--- src/rtl/cnu_minsum_seq.sv ---
// Serial min-sum check-node sequencer.
// Collects DEG two's-complement V2C LLRs, tracks min1/min2/idx1/sign parity,
// then emits DEG C2V LLRs in two's complement with a valid/ready handshake.
// Optional macro CNU_OFFSET_EN: offset min-sum (magnitudes reduced by BETA, floored at 0).
module cnu_minsum_seq #(
    parameter int unsigned W    = 10,
    parameter int unsigned DEG  = 6,
    parameter int unsigned BETA = 1
) (
    input  logic         clk,
    input  logic         rst_n,
    input  logic         in_valid,
    output logic         in_ready,
    input  logic [W-1:0] in_llr,
    output logic         out_valid,
    input  logic         out_ready,
    output logic [W-1:0] out_llr,
    output logic         out_last,
    output logic         busy
);

    localparam int unsigned MW = W - 1;
    localparam int unsigned CW = $clog2(DEG);
    localparam logic [MW-1:0] MagMax = {MW{1'b1}};

    // Elaboration-time sanity checks on the configuration
    if (DEG < 2) begin : g_bad_deg
        $error("cnu_minsum_seq: DEG must be >= 2");
    end
    if (BETA > MagMax) begin : g_bad_beta
        $error("cnu_minsum_seq: BETA exceeds the magnitude range");
    end

    typedef enum logic [0:0] {StCollect, StEmit} state_t;

    state_t          state_q, state_d;
    logic [CW-1:0]   cnt_q, cnt_d;
    logic [MW-1:0]   min1_q, min1_d;
    logic [MW-1:0]   min2_q, min2_d;
    logic [CW-1:0]   idx1_q, idx1_d;
    logic [DEG-1:0]  signs_q, signs_d;
    logic            parity_q, parity_d;

    logic            emit;
    logic            accept;
    logic            cnt_last;
    logic [W-1:0]    neg_llr;
    logic [MW-1:0]   in_mag;
    logic [MW-1:0]   sel_mag;
    logic [MW-1:0]   adj_mag;
    logic [W-1:0]    mag_ext;
    logic            out_sign;

    assign emit     = (state_q == StEmit);
    assign in_ready = ~emit;
    assign accept   = in_valid & in_ready;
    assign cnt_last = (cnt_q == CW'(DEG - 1));

    // Saturating sign-magnitude conversion; only -2^(W-1) negates back to a negative value
    always_comb begin
        neg_llr = -in_llr;
        if (!in_llr[W-1]) begin
            in_mag = in_llr[MW-1:0];
        end else if (neg_llr[W-1]) begin
            in_mag = MagMax;
        end else begin
            in_mag = neg_llr[MW-1:0];
        end
    end

    // Next-state logic for the FSM and the row accumulators
    always_comb begin
        state_d  = state_q;
        cnt_d    = cnt_q;
        min1_d   = min1_q;
        min2_d   = min2_q;
        idx1_d   = idx1_q;
        signs_d  = signs_q;
        parity_d = parity_q;
        unique case (state_q)
            StCollect: begin
                if (accept) begin
                    signs_d[cnt_q] = in_llr[W-1];
                    parity_d       = parity_q ^ in_llr[W-1];
                    // Strict compares: a tie with min1 lands in min2
                    if (in_mag < min1_q) begin
                        min2_d = min1_q;
                        min1_d = in_mag;
                        idx1_d = cnt_q;
                    end else if (in_mag < min2_q) begin
                        min2_d = in_mag;
                    end
                    if (cnt_last) begin
                        cnt_d   = '0;
                        state_d = StEmit;
                    end else begin
                        cnt_d = cnt_q + 1'b1;
                    end
                end
            end
            StEmit: begin
                if (out_ready) begin
                    if (cnt_last) begin
                        state_d  = StCollect;
                        cnt_d    = '0;
                        min1_d   = MagMax;
                        min2_d   = MagMax;
                        idx1_d   = '0;
                        parity_d = 1'b0;
                    end else begin
                        cnt_d = cnt_q + 1'b1;
                    end
                end
            end
            default: state_d = StCollect;
        endcase
    end

    // State registers; reset discards any partial row
    always_ff @(posedge clk or negedge rst_n) begin
        if (!rst_n) begin
            state_q  <= StCollect;
            cnt_q    <= '0;
            min1_q   <= MagMax;
            min2_q   <= MagMax;
            idx1_q   <= '0;
            signs_q  <= '0;
            parity_q <= 1'b0;
        end else begin
            state_q  <= state_d;
            cnt_q    <= cnt_d;
            min1_q   <= min1_d;
            min2_q   <= min2_d;
            idx1_q   <= idx1_d;
            signs_q  <= signs_d;
            parity_q <= parity_d;
        end
    end

    // Output datapath: depends on registers only, never on out_ready
    always_comb begin
        sel_mag = (cnt_q == idx1_q) ? min2_q : min1_q;
`ifdef CNU_OFFSET_EN
        adj_mag = (sel_mag > MW'(BETA)) ? (sel_mag - MW'(BETA)) : '0;
`else
        adj_mag = sel_mag;
`endif
        out_sign  = parity_q ^ signs_q[cnt_q];
        mag_ext   = {1'b0, adj_mag};
        out_valid = emit;
        out_last  = emit & cnt_last;
        busy      = emit | (cnt_q != '0);
        // Negating a zero magnitude yields 0, so -0 never appears
        if (!emit) begin
            out_llr = '0;
        end else if (out_sign) begin
            out_llr = -mag_ext;
        end else begin
            out_llr = mag_ext;
        end
    end

endmodule

--- config.mk ---
export PLATFORM = sky130hd
export DESIGN_NAME = cnu_minsum_seq
export DESIGN_NICKNAME = d
export VERILOG_FILES = /design/src/rtl/cnu_minsum_seq.sv
export SDC_FILE = /design/constraint.sdc
export NUM_CORES = 1
export LEC_CHECK = 0
export CAP_MARGIN = 20
export CORE_UTILIZATION = 51
export DETAILED_ROUTE_END_ITERATION = 8
export PLACE_DENSITY_LB_ADDON = 0.05
export RECOVER_POWER = 50
export SLEW_MARGIN = 20
export SYNTH_ARGS = -nofsm -noshare
export SYNTH_HDL_FRONTEND = slang
export SYNTH_SLANG_ARGS = --single-unit
export TNS_END_PERCENT = 50
--- constraint.sdc ---
create_clock -name clk -period 8.8 [get_ports clk]
set_input_delay 0.88 -clock clk [delete_from_list [all_inputs] [get_ports clk]]
set_output_delay 0.88 -clock clk [all_outputs]
set_load 0.01 [all_outputs]
# ---- Yosys cells after proc, flatten, opt, wreduce, memory -nomap -nowiden
# Index checks and enable logic that the tools add are counted.
dict set report totals {
  input_bits 14
  reg_bits 32
}
dict set report classes {
  n_bitwise 6
  magnitude_cmp 4
  n_eq_ne 7
  addsub 3
  n_reduce_logical 7
  mux 37
}
# cell count
set op_table {}
lappend op_table {{two-way mux 9 bit} 10}
lappend op_table {{case mux 9 bit (2 select lines)} 2}
lappend op_table {{two-way mux 3 bit} 7}
lappend op_table {{two-way mux 10 bit} 2}
lappend op_table {{< comparator 9 bit} 2}
lappend op_table {{case mux 3 bit (2 select lines)} 2}
lappend op_table {{negation 10 bit} 1}
lappend op_table {{negation 9 -> 10 bit} 1}
lappend op_table {{two-way mux 1 bit} 9}
lappend op_table {{AND reduction 4 bit} 2}
lappend op_table {{bitwise mux 6 bit} 1}
lappend op_table {{inequality test 2 x 1 -> 1 bit, second input constant} 3}
lappend op_table {{< comparator 3 x 4 -> 1 bit, second input constant} 1}
lappend op_table {{case mux 1 bit (2 select lines)} 2}
lappend op_table {{AND reduction 2 bit} 2}
lappend op_table {{adder 3 x 1 -> 3 bit, second input constant} 1}
lappend op_table {{binary-select mux 1 bit (select 3 bit)} 1}
lappend op_table {{demux 1 bit (select 3 bit)} 1}
lappend op_table {{== test 3 bit} 1}
lappend op_table {{== test 3 bit, second input constant} 1}
lappend op_table {{>= comparator 3 x 1 -> 1 bit, second input constant} 1}
lappend op_table {{inequality test 3 x 1 -> 1 bit, second input constant} 1}
lappend op_table {{AND reduction 3 bit} 1}
lappend op_table {{nonzero test 3 bit} 1}
lappend op_table {{6 further kinds} 8}

# ---- Depth between registers and ports, before layout
# Gate-level depths: netlist (run 1).
dict set report depth {
  depth_word 8
  depth_mapped 13
  mapped_depth_nobuf 12
}

# ---- Worst setup path after synthesis (run 1)
# No wires, ideal clock.
dict set report synth_path {
  kind {input-to-reg}
  start {input port in_llr[3]}
  end {register idx1_q[1]}
  arrival_time_ns 3.416
  path_buffers 1
  cell_stages 11
  slack_ns 5.263
  setup_time_ns 0.121
  required_time_ns 8.679
  path_cell_list {nor3_4 > nand3b_1 > o311a_1 > a21oi_1 > ha_1 > and4_1 > a221oi_1 > a21o_1 > nand2_1 > buf_2 > a22o_1}
}
dict set report synth_via {
  elab_chain_len 6
}
# element line
set synth_lines {}
lappend synth_lines {{start, declared} 14} ;# input logic [W-1:0] in_llr,
lappend synth_lines {{negation 10 bit} 61} ;# neg_llr = -in_llr;
lappend synth_lines {{two-way mux 9 bit} 64} ;# end else if (neg_llr[W-1]) begin
lappend synth_lines {{two-way mux 9 bit *} 62} ;# if (!in_llr[W-1]) begin
lappend synth_lines {{< comparator 9 bit *} 86} ;# if (in_mag < min1_q) begin
lappend synth_lines {{inequality test 2 x 1 -> 1 bit (no line) *} n/a}
lappend synth_lines {{AND reduction 4 bit (no line) *} n/a}
lappend synth_lines {{end signal, assigned} 134} ;# idx1_q <= idx1_d;
lappend synth_lines {{end, declared} 40} ;# logic [CW-1:0] idx1_q, idx1_d;
# Every way passes the cells marked *; elsewhere a longest branch is shown, timed or not.
# A chain may end at the register's enable or synchronous reset.

# ---- Final worst setup path (run 1)
dict set report layout_path {
  start {input port in_llr[9]}
  end {register idx1_q[1]}
}
# Same word-level chain as after synthesis.

==> impl_metrics.json, run 1 <==
{
  "avgSynthCellArea_sq_um": 8.51,
  "drt-pass1-iter-count": 4,
  "synthArstFlopShare_pct": 100,
  "clk_path_buf_depth": 2,
  "grt_overflow": 0,
  "cts.sinks": 32,
  "p_sw_share_pct": 44.4,
  "max-vdd-ir-drop_mv": 0.163,
  "ioPinCount": 28,
  "cts_setup_buffers": 0,
  "critPathLaunchType": "input pin",
  "dieArea_sq_mm": 0.00538,
  "h-tree-depth": 2,
  "track_usage_pct": 25.5,
  "r2r-end": "idx1_q[1]",
  "path_class": "input pin to flop",
  "route.detailed.drc": 0,
  "routed_wl_um": 6250,
  "cts.repair.resized": 0,
  "synthTopCellsByCount": "nor2_1, a21oi_1, inv_1",
  "fill_cells": 455,
  "ctsRootBufferMaster": "clkbuf_8",
  "syn_area_sq_mm": 0.00259,
  "drive_above_1_share_pct": 12.7,
  "port_buffers": 27,
  "synth-main-ff-cell": "dfstp_2",
  "final_util_pct": 62.7,
  "antenna_found_initial": 0,
  "dp_hpwl_um": 4770,
  "routed_via_density": 5.77,
  "ys_seq_elements": 32,
  "cap_violations": 1,
  "synth.most_common_cell": "nor2_1",
  "cts_tree": "yes",
  "violations": "max-capacitance violations, max-slew violations",
  "fin_tns_setup_ps": 0,
  "final_antenna_net_count": 0,
  "grt_pass1_wl_um": 10200,
  "place_area_sq_mm": 0.00292,
  "power_density_mw_per_mm2": 422,
  "cts_made_buffers": 5,
  "p_comb_share_pct": 61.9,
  "ys_top_cells_by_area": "dfstp_2, dfrtp_1, ha_1",
  "cts_hold_buf": 0,
  "setup_violations": 0,
  "grt_pass1_vias": 2105,
  "area_growth_pct": 16.4,
  "synth_edf_count": 0,
  "worstPathArrival_ps": 4710,
  "power.internal_uw": 708,
  "r2r-start": "min1_q[2]",
  "relSlewSlack_pct": -17.2,
  "whs_path_depth": 1,
  "power.switching_uw": 567,
  "place.gp.congestion": 0.907,
  "regArea_sq_um": 823,
  "power_leakage_uw": 0.00129,
  "design_area_sq_mm": 0.00302,
  "hold_class": "flop to flop",
  "cp_max_fo": 25,
  "critPathCaptureType": "flop",
  "num_antenna_cells": 0,
  "rows": 25,
  "drtIter0Drc": 182,
  "reg2reg_depth": 8,
  "ys_types": 51,
  "final_hold_viol_count": 0,
  "worstHoldEndpoint": "min2_q[8]",
  "multi_input_comb_area_sq_mm": 0.00164,
  "syn_inst": 305,
  "coreArea_sq_mm": 0.00482,
  "status": "complete, but fails checks",
  "clk_pin_slew_worst_paths_ps": 70,
  "skew_ps": 5.58,
  "die_x_um": 73.3,
  "ys_warn_count": 0,
  "grt_max_degree": 33,
  "maxClockFrequency_mhz": 220,
  "ys_seq_area_share_pct": 31.7,
  "wl_per_cell_um": 15.7,
  "tightestPinTransition_ps": 1760,
  "syn-num-nets": 337,
  "slew_viol_final": 33,
  "min_period_ps": 4540,
  "dr_total_vias": 2304,
  "fin_crit_sh_pct": 51.6,
  "initial_core_util_pct": 53.9,
  "r2r_setup_slack_ps": 5760,
  "synth_top_area_share_pct": 18.2,
  "clock_latency_ps": 280,
  "hp-start": "min2_q[8]",
  "seq_power_share_pct": 27.1,
  "fp.dieH_um": 73.3,
  "worst_ep_required_time_ps": 8970,
  "nets": 363,
  "rsz0062_at_grt": "false",
  "yosys.area.top_type": "dfstp_2",
  "clkPwrFrac_pct": 11.0
}
==> flip-flops by register name, indices dropped and copies added (netlist names) <==
signal and cells:
cnt_q 3, idx1_q 3, min1_q 9, min2_q 9, out_valid 1, parity_q 1
signs_q 6
==> layout by cell type, fill, tap and decap left out, types with 2 or more instances in the layout <==
cell,n
nor2_1,38
a31oi_1,2
clkbuf_1,2
or3_1,3
nor2b_1,4
and3_1,5
dfstp_2,18
a21oi_1,36
nand2_1,17
o2bb2ai_1,8
o21bai_1,2
a21o_1,3
nor3_1,3
dlygate4sd3_1,4
nand4_1,7
nand3b_1,3
nand3_1,13
mux2_2,10
xor2_1,2
inv_1,24
xnor2_1,12
o21ai_1,2
clkbuf_8,5
ha_1,18
a22oi_1,2
o21ai_0,14
dfrtp_1,14
mux2i_1,6
a21boi_0,3
nor3_2,2
clkdlybuf4s50_1,23
a211oi_1,2
a22o_1,3
==> layout make-up <==
type | instances | share of cell area [%]
multi-input combinational | 239 | 54.1
sequential | 32 | 27.2
timing repair buffer | 29 | 9.32
inverter | 24 | 2.98
tap | 67 | 2.77
clock buffer | 6 | 2.40
clock inverter | 2 | 1.16
==> critical path: stages <==
cell           delay [ps]
dlygate4sd3_1        1060
a21oi_1               130
a31oi_1               440
ha_1                  340
and4_1                200
a221oi_1              510
a21o_1                420
nand2_1               350
a22o_1                360
==> stage by stage <==
stage	hold WS [ps]	std cells	power, uW	setup slack, ps
floorplan	467	305	892	5260
global placement	484	391	1120	4130
detailed placement	490	391	1130	4020
CTS	500	399	1280	4300
global route	520	399	1380	3920
finish	504	399	1280	4260
==> worst max-delay path by stage <==
stage	startpoint	to	slack, ps	depth (start not counted)
floorplan	in_llr[3]	idx1_q[1]	5260	11
global placement	in_llr[3]	idx1_q[0]	4130	11
detailed placement	in_llr[3]	idx1_q[1]	4020	11
CTS	in_llr[3]	idx1_q[1]	4300	11
global route	in_llr[9]	idx1_q[1]	3920	9
finish	in_llr[9]	idx1_q[1]	4260	9
==> power groups by stage <==
stage / Clock, uW / Combinational (uW) / Sequential (uW)
after CTS: 141 / 794 / 344
final: 140 / 789 / 346
after global routing: 148 / 880 / 356
after floorplan: 0 / 587 / 305
after detailed placement: 0 / 789 / 345
after global placement: 0 / 776 / 343
==> cells by family after synthesis <==
group / count (synthesis) / synth area share (%)
buffers and inverters: 34 / 5.26
AND/OR/NAND/NOR: 100 / 19.0
adder cells (fa/ha/maj): 18 / 8.68
flip-flops: 32 / 31.7
XOR/XNOR: 14 / 4.73
multiplexers: 17 / 7.52
AO/OA/AOI/OAI: 90 / 23.1
==> metal layers <==
metal	GRT usage [%]	wire (um)
met3	4.66	329
met5	0	0
met1	37.0	3080
met2	39.0	2740
met4	7.26	98
Note: power is estimated with default switching activity, not from simulation.
==> run 2: changes to the inputs <==
- clock period: 8.8 -> 3.8 ns (I/O delays scaled with it)
==> run 2 against run 1 <==
Against the previous run: the flow still finishes with violations (max-capacitance violations, max-slew violations); utilization up 2.1 points; setup slack got worse by 4000 ps; wire length grew 2.3%; critical path type is now flop to output pin; largest cell class unchanged; largest power group unchanged.
==> impl_metrics.json, run 2 (synthesis gave the netlist of run 1 again) <==
{
  "status": "complete, but fails checks",
  "violations": "max-capacitance violations, max-slew violations",
  "worstPathArrival_ps": 3140,
  "routed_wl_um": 6400,
  "antenna_found_initial": 0,
  "cap_violations": 1,
  "final_common_cell": "nor2_1",
  "place.gp.congestion": 0.869,
  "rsz0062_at_grt": "false",
  "initial_core_util_pct": 53.9,
  "drtIter0Drc": 194,
  "clk_pin_slew_worst_paths_ps": 70,
  "tightestPinTransition_ps": 1740,
  "maxClockFrequency_mhz": 284,
  "hold_class": "flop to flop",
  "relSlewSlack_pct": -16.2,
  "clock_latency_ps": 280,
  "place_inst": 404,
  "h-tree-depth": 2,
  "max-vdd-ir-drop_mv": 0.395,
  "grt_overflow": 0,
  "place_area_sq_mm": 0.00302,
  "ctsRootBufferMaster": "clkbuf_8",
  "coreArea_sq_mm": 0.00482,
  "area_growth_pct": 20.4,
  "dp_hpwl_um": 4910,
  "r2r_setup_slack_ps": 1110,
  "cts.sinks": 32,
  "power_density_mw_per_mm2": 971,
  "cts_tree": "yes",
  "grt_max_degree": 33,
  "final_antenna_net_count": 0,
  "fp.dieH_um": 73.3,
  "path_class": "flop to output pin",
  "cp_slowest_stage_delay_ps": 540,
  "port_buffers": 27,
  "critPathCaptureType": "output pin",
  "dr_total_vias": 2382,
  "min_period_ps": 3520,
  "wl_per_cell_um": 15.5,
  "power_leakage_uw": 0.00136,
  "skew_ps": 4.50,
  "regArea_sq_um": 825,
  "fill_cells": 439,
  "cts_setup_buffers": 0,
  "cp_max_fo": 9,
  "final_hold_viol_count": 0,
  "route.detailed.drc": 0,
  "p_comb_share_pct": 63.7,
  "top_regs": "min1_q (9), min2_q (9), signs_q (6)",
  "multi_input_comb_area_sq_mm": 0.00164,
  "power.switching_uw": 1340,
  "critPathLaunchType": "flop",
  "dieArea_sq_mm": 0.00538,
  "final_util_pct": 64.9,
  "final_cell_mix": "nor2_1, a21oi_1, inv_1, clkdlybuf4s50_1",
  "rows": 25,
  "clk_path_buf_depth": 2,
  "power.internal_uw": 1700,
  "p_sw_share_pct": 44.1,
  "drive_above_1_share_pct": 16.2,
  "num_antenna_cells": 0,
  "drt-pass1-iter-count": 4,
  "clkPwrFrac_pct": 10.7,
  "crit_path_top_delay_cell": "clkdlybuf4s50_1",
  "ioPinCount": 28,
  "track_usage_pct": 26.3,
  "setup_violations": 0,
  "cts_made_buffers": 5,
  "design_area_sq_mm": 0.00312,
  "worstPathCellList": "xnor2_1, nand3_2, buf_4, nor2_1, a21oi_1, ha_1, inv_1, or3_1, mux2_2, nand2_1, xnor2_1, nor2_1, clkdlybuf4s50_1",
  "nets": 376,
  "fin_tns_setup_ps": 0,
  "slew_viol_final": 33,
  "fin_crit_sh_pct": 92.7,
  "grt_pass1_wl_um": 10800,
  "worst_ep_required_time_ps": 3420,
  "grt_pass1_vias": 2283,
  "fin_total_pwr_uw": 3030,
  "layout.cells.non_filler": 412,
  "die_x_um": 73.3,
  "routed_via_density": 5.78,
  "seq_power_share_pct": 25.6
}
[run 2: layout make-up]
type / instances / area share [%]
multi-input cells: 239 / 52.5
flip-flops and latches: 32 / 26.4
repair buffers: 42 / 12.1
inverters: 24 / 2.88
well taps: 67 / 2.68
clock buffers: 6 / 2.32
clock inverters: 2 / 1.12
[run 2: power groups by stage]
stage | logic (uW) | registers [uW] | clock network [uW]
3_3_place_gp | 1890 | 763 | 0
5_1_grt | 2160 | 802 | 342
6_report | 1930 | 777 | 323
3_5_place_dp | 1930 | 774 | 0
4_1_cts | 1930 | 769 | 327
2_1_floorplan | 1360 | 706 | 0
[run 2: path summary, 6_finish.rpt]
check | depth (start not counted) | start | to
min reg2reg | 1 | min2_q[1] | min2_q[1]
min in group asynchronous | 2 | rst_n | idx1_q[2]
min | 1 | min2_q[1] | min2_q[1]
max | 13 | cnt_q[2] | out_llr[6]
max reg2reg | 6 | cnt_q[1] | idx1_q[1]
max in group asynchronous | 2 | rst_n | cnt_q[2]
[run 2: stage by stage]
stage                     setup slack, ps  hold slack [ps]
after floorplan                       763             84.4
after global placement                150              473
after detailed placement              137              482
after CTS                            51.2              493
after global routing                 41.7              511
final                                 278              494
[run 2: critical path, delay by kind of cell, from the launching register on]
kind,cells,cell delay (ps)
AOI/OAI and AO/OA,1,170
xor gates and xnor gates,2,230
adders and majority gates,1,200
buffers and inverters,3,800
DFF,1,460
muxes,1,280
and+or+nand+nor,5,700
[run 2: per-layer routing]
layer / vias to the layer above / global-route usage (%) / part of all wire [%]
met5: - / 0 / 0
met4: 0 / 7.05 / 1.2
met3: 8 / 4.80 / 5.1
met2: 64 / 41.9 / 46
met1: 1125 / 36.8 / 47
li1: 1185 / - / -
[run 2: repair_timing]
item,CTS,global route
resized for setup,0,3
setup endpoints to repair,0,2
hold buffers,0,0
